===== src/rtl/spi_fsm.sv =====
// spi_fsm: control FSM for an SPI slave. It sequences one address+R/W byte and then one data byte.
// Defining SPI_FSM_TIMEOUT_EN adds an idle-SCLK watchdog.
module spi_fsm #(
   parameter int WORD_BITS      = 8,
   parameter int COUNT_W        = 4,
   parameter int TIMEOUT_CYCLES = 255,
   parameter int TO_W           = 8
) (
   input  logic       clk,
   input  logic       reset,
   input  logic       cs_cond,
   input  logic       sclk_posedge,
   input  logic       sclk_negedge,
   input  logic       rw_bit,
   output logic       sr_shift,
   output logic       sr_load,
   output logic       addr_we,
   output logic       dm_we,
   output logic       miso_buff,
   output logic [2:0] state,
   output logic       timeout
);
   typedef enum logic [2:0] {
      IDLE, GET_ADDR, LATCH_ADDR, READ_LOAD, READ_SHIFT, WRITE_SHIFT, WRITE_COMMIT, DONE
   } state_t;
   localparam logic [COUNT_W-1:0] LAST = COUNT_W'(WORD_BITS);
   if (2**COUNT_W <= WORD_BITS) begin : g_bad_count_w
      $error("COUNT_W too narrow for WORD_BITS");
   end
   if (2**TO_W <= TIMEOUT_CYCLES) begin : g_bad_to_w
      $error("TO_W too narrow for TIMEOUT_CYCLES");
   end
   state_t state_q, state_d;
   logic [COUNT_W-1:0] cnt_q, cnt_d, cnt_inc;
   logic cnt_edge, cnt_full, to_hit;
   assign cnt_edge = (state_q == READ_SHIFT) ? sclk_negedge :
                     ((state_q == GET_ADDR) || (state_q == WRITE_SHIFT)) ? sclk_posedge : 1'b0;
   assign cnt_inc  = cnt_q + COUNT_W'(cnt_edge);
   assign cnt_full = cnt_inc == LAST;
   // next state; cs high (abort) or watchdog expiry forces IDLE, and the counter restarts on every state change
   always_comb begin
      state_d = state_q;
      case (state_q)
         IDLE:         state_d = cs_cond ? IDLE : GET_ADDR;
         GET_ADDR:     state_d = cnt_full ? LATCH_ADDR : GET_ADDR;
         LATCH_ADDR:   state_d = rw_bit ? READ_LOAD : WRITE_SHIFT;
         READ_LOAD:    state_d = READ_SHIFT;
         READ_SHIFT:   state_d = cnt_full ? DONE : READ_SHIFT;
         WRITE_SHIFT:  state_d = cnt_full ? WRITE_COMMIT : WRITE_SHIFT;
         WRITE_COMMIT: state_d = DONE;
         default:      state_d = DONE;
      endcase
      if (cs_cond || to_hit) state_d = IDLE;
      cnt_d = (state_d != state_q) ? '0 : cnt_inc;
   end
   // state and bit counter registers
   always_ff @(posedge clk) begin
      if (reset) begin
         state_q <= IDLE;
         cnt_q   <= '0;
      end else begin
         state_q <= state_d;
         cnt_q   <= cnt_d;
      end
   end
`ifdef SPI_FSM_TIMEOUT_EN
   localparam logic [TO_W-1:0] TO_LIM = TO_W'(TIMEOUT_CYCLES);
   logic [TO_W-1:0] to_q, to_d, to_inc;
   logic timeout_q, watch;
   assign watch  = (state_q == GET_ADDR) || (state_q == READ_SHIFT) || (state_q == WRITE_SHIFT);
   assign to_inc = (!watch || cnt_edge) ? '0 : to_q + 1'b1;
   assign to_hit = to_inc == TO_LIM;
   assign to_d   = (state_d != state_q) ? '0 : to_inc;
   // watchdog counts clocks without a counting edge; expiry gives a one-cycle timeout pulse
   always_ff @(posedge clk) begin
      if (reset) begin
         to_q      <= '0;
         timeout_q <= 1'b0;
      end else begin
         to_q      <= to_d;
         timeout_q <= to_hit;
      end
   end
   assign timeout = timeout_q;
`else
   assign to_hit  = 1'b0;
   assign timeout = 1'b0;
`endif
   assign state     = state_q;
   assign sr_shift  = !reset && sclk_posedge && ((state_q == GET_ADDR) || (state_q == WRITE_SHIFT));
   assign sr_load   = state_q == READ_LOAD;
   assign addr_we   = state_q == LATCH_ADDR;
   assign dm_we     = state_q == WRITE_COMMIT;
   assign miso_buff = state_q == READ_SHIFT;
endmodule


===== config.mk =====
export PLATFORM = sky130hd
export DESIGN_NAME = spi_fsm
export DESIGN_NICKNAME = d
export VERILOG_FILES = /design/src/rtl/spi_fsm.sv
export SDC_FILE = /design/constraint.sdc
export NUM_CORES = 1
export LEC_CHECK = 0
export BUFFER_PORTS_ARGS = -buffer_cell sky130_fd_sc_hd__buf_2
export CORE_MARGIN = 2
export CORE_UTILIZATION = 35
export CTS_CLUSTER_DIAMETER = 30
export DETAILED_ROUTE_END_ITERATION = 12
export MAX_ROUTING_LAYER = met4
export PLACE_DENSITY = 0.67
export SLEW_MARGIN = 10
export SYNTH_ARGS = -nofsm -noshare
export SYNTH_HDL_FRONTEND = slang
export SYNTH_SLANG_ARGS = --single-unit

===== constraint.sdc =====
create_clock -name clk -period 2.7 [get_ports clk]
set_input_delay 0 -clock clk [delete_from_list [all_inputs] [get_ports clk]]
set_output_delay 0 -clock clk [all_outputs]
set_load 0.02 [all_outputs]

==> summary.txt <==
result of the run: complete, no violations
TritonCTS clock tree: done
row count: 13
commonest non-fill, non-tap cell in the layout: buf_2
FF-to-FF setup slack: 0.52 ns
drt pass-1 iters: 4
Distinct cells, synth: 31
worst-path fanout max: 12
Num CTS Buffers: 3
n_diodes: 0
share of layout cells above drive strength 1: 0.3200
total negative setup slack: 0 ns
post-CTS sizing: 0
combinational family with the most area after synthesis: simple AND/OR/NAND/NOR gates
worst endpoint data arrival time: 2.33 ns
TritonCTS Sinks: 7
worst-skew pair later-pin latency: 0.26 ns
nets: 84
Worst Slack Setup Final: 0.5151 ns
syn avg cell area: 8.419 um2
dpl cells: 85
crit path time final: 2.185 ns
most frequent cells in the layout: 13 x buf_2, 7 x dfxtp_1, 6 x nor2_1, 6 x a21oi_1, 5 x nand2_1
crit start category: flop
xor and xnor area share after synthesis: 0.03526
clock tree buffer depth: 2
Final Cell Area: 598.1 um2
post-route ant nets: 0
Initial Util: 0.3770
worst vdd ir: 0.0001881 V
Die X: 41.67 um
core area: 1318 um2
Setup violations, final: 0
Yosys reg bits: 7
Period Utilization, post-route: 0.8092
post-synthesis adder-cell area fraction: 0.05038
Synthesized Nets: 67
initial DRC count: 15
CTS Root Cell: clkbuf_4
Final Slew Violations: 0
vias per cell: 5.278
Compound-Gate Fraction of Synth Area: 0.2469
crit path capture: cnt_q[1]$_SDFF_PP0_
sequential fraction of the synthesis area: 0.2821
power per cell area: 394.0 nW/um2
Final Hold Viols: 0
vias in the first global route: 411
hold buffers post-CTS: 1
RD Place Congestion: 0.7524
first-pass GRT wire length: 1.821 mm
number of I/O pins: 15
Worst Path Required: 2.85 ns
post-synthesis mux area share: 0
Post-CTS Setup Inserts: 0
largest net degree at the start of global routing: 15
placed cell area: 560.5 um2
Worst Skew: 0.002379 ns
# fillers: 139
Reg clk slew, reported paths: 0.06 ns
Overflow after GRT: 0
unrepaired setup endpoints after global routing: false
max cap viols: 0
reg2reg end: cnt_q[1]$_SDFF_PP0_
static leakage: 0.0002865 uW
total power: 235.6 uW
worst r2r src: state[2]$_SDFF_PP0_
initial antenna violation count: 0
Clock H-tree levels: 1
pre-CTS setup slack: 0.5286 ns
hold depth: 2
Worst Setup End Kind: flop
overall global routing resource usage: 0.1406
Mapped Cells: 59
non-filler cells, final: 90
Area Overhead vs Synth: 20.40%
DR WL/cell: 11.79 um
IO Port Bufs: 13
Routed WL: 1.061 mm
yosys warns: 0
DP HPWL: 771.2 um
routed vias: 475
Worst Setup SP: state[2]$_SDFF_PP0_
R2R depth: 9
die height: 41.67 um
post-synthesis cell area: 496.7 um2
kind of critical path: reg2reg
die area: 1736 um2
Simple-Gate Fraction of Synth Area: 0.2997
fmax: 457.7 MHz
Residual DRC: 0
Worst Hold Class: in2reg
## report_power, final
group          leakage, uW  switching, uW  total, uW  internal, uW
sequential       0.0000567          0.836        105           105
clock            0.0000177           43.9       98.3          54.4
combinational     0.000212           18.6       31.9          13.3
## cell type report
class	instances	area [um2]	area share
clock inverters	1	5.005	0.008368
inverters	1	3.754	0.006276
multi-input cells	47	317.8	0.5314
repair buffers	16	90.09	0.1506
clock buffers	3	22.52	0.03766
well taps	15	18.77	0.03138
flip-flops and latches	7	140.1	0.2343
## cells in the mapped netlist
cell type | instances | area [um2]
a31o_2 | 1 | 8.760
nor2_1 | 6 | 22.52
o21ai_0 | 1 | 5.000
a21boi_0 | 1 | 7.510
buf_6 | 2 | 22.52
o21a_1 | 1 | 7.510
nor3b_1 | 1 | 7.510
nand3_1 | 2 | 10.01
buf_2 | 1 | 5.000
a21oi_1 | 6 | 30.03
xnor2_1 | 1 | 8.760
conb_1 | 1 | 3.750
xor2_1 | 1 | 8.760
and4b_1 | 1 | 10.01
a21oi_2 | 1 | 8.760
nand2_1 | 5 | 18.77
o21bai_4 | 1 | 18.77
nor4bb_1 | 1 | 10.01
inv_1 | 1 | 3.750
o211ai_1 | 1 | 7.510
a211oi_4 | 1 | 20.02
ha_1 | 2 | 25.02
nand2b_1 | 2 | 12.51
and2_1 | 1 | 6.260
and3b_2 | 1 | 10.01
nor3_1 | 4 | 20.02
dfxtp_1 | 7 | 140.1
buf_4 | 1 | 7.510
a32oi_1 | 1 | 8.760
or3_1 | 2 | 12.51
nand4b_1 | 1 | 8.760
## metrics by stage
step	utilization	hold WS [ns]
6_report	0.4539	0.01128
5_1_grt	0.4539	0.01716
4_1_cts	0.4539	0.001752
3_5_place_dp	0.4255	0.2685
3_3_place_gp	0.4255	0.2701
2_1_floorplan	-	0.07679
## layer usage
| metal | global-route usage | routed length [um] | vias up |
|---|---|---|---|
| met5 | - | 0 | - |
| met4 | 0.1355 | 46 | 0 |
| met3 | 0.01304 | 40 | 5 |
| met2 | 0.1875 | 435 | 15 |
| met1 | 0.1809 | 538 | 214 |
| li1 | - | - | 241 |
## worst max-delay path, stage by stage, from the launching register on
cell,delay [ns]
dfxtp_1,0.58
nand2_1,0.11
nor2_1,0.09
a21oi_1,0.04
nor2_1,0.10
ha_1,0.18
ha_1,0.25
nor3_1,0.37
a31o_2,0.27
a21oi_1,0.07
## sequential cells by signal, indices dropped and copies added (netlist names)
name,flops
cnt_q,4
state,3
## worst min path at each step
stage | start | end
3_3_place_gp | reset | state[2]$_SDFF_PP0_
2_1_floorplan | reset | state[1]$_SDFF_PP0_
5_1_grt | reset | state[2]$_SDFF_PP0_
3_5_place_dp | cs_cond | state[2]$_SDFF_PP0_
6_report | reset | state[2]$_SDFF_PP0_
4_1_cts | reset | state[2]$_SDFF_PP0_
## kinds of logic (layout without fill, tap and decap cells)
family	after synthesis	in the layout
buf+inv	5	21
xor+xnor	2	2
fa+ha+maj	2	2
flops	7	7
compound gates	15	15
simple gates	27	27
other cells	1	1
(Power assumes the default switching activity.)
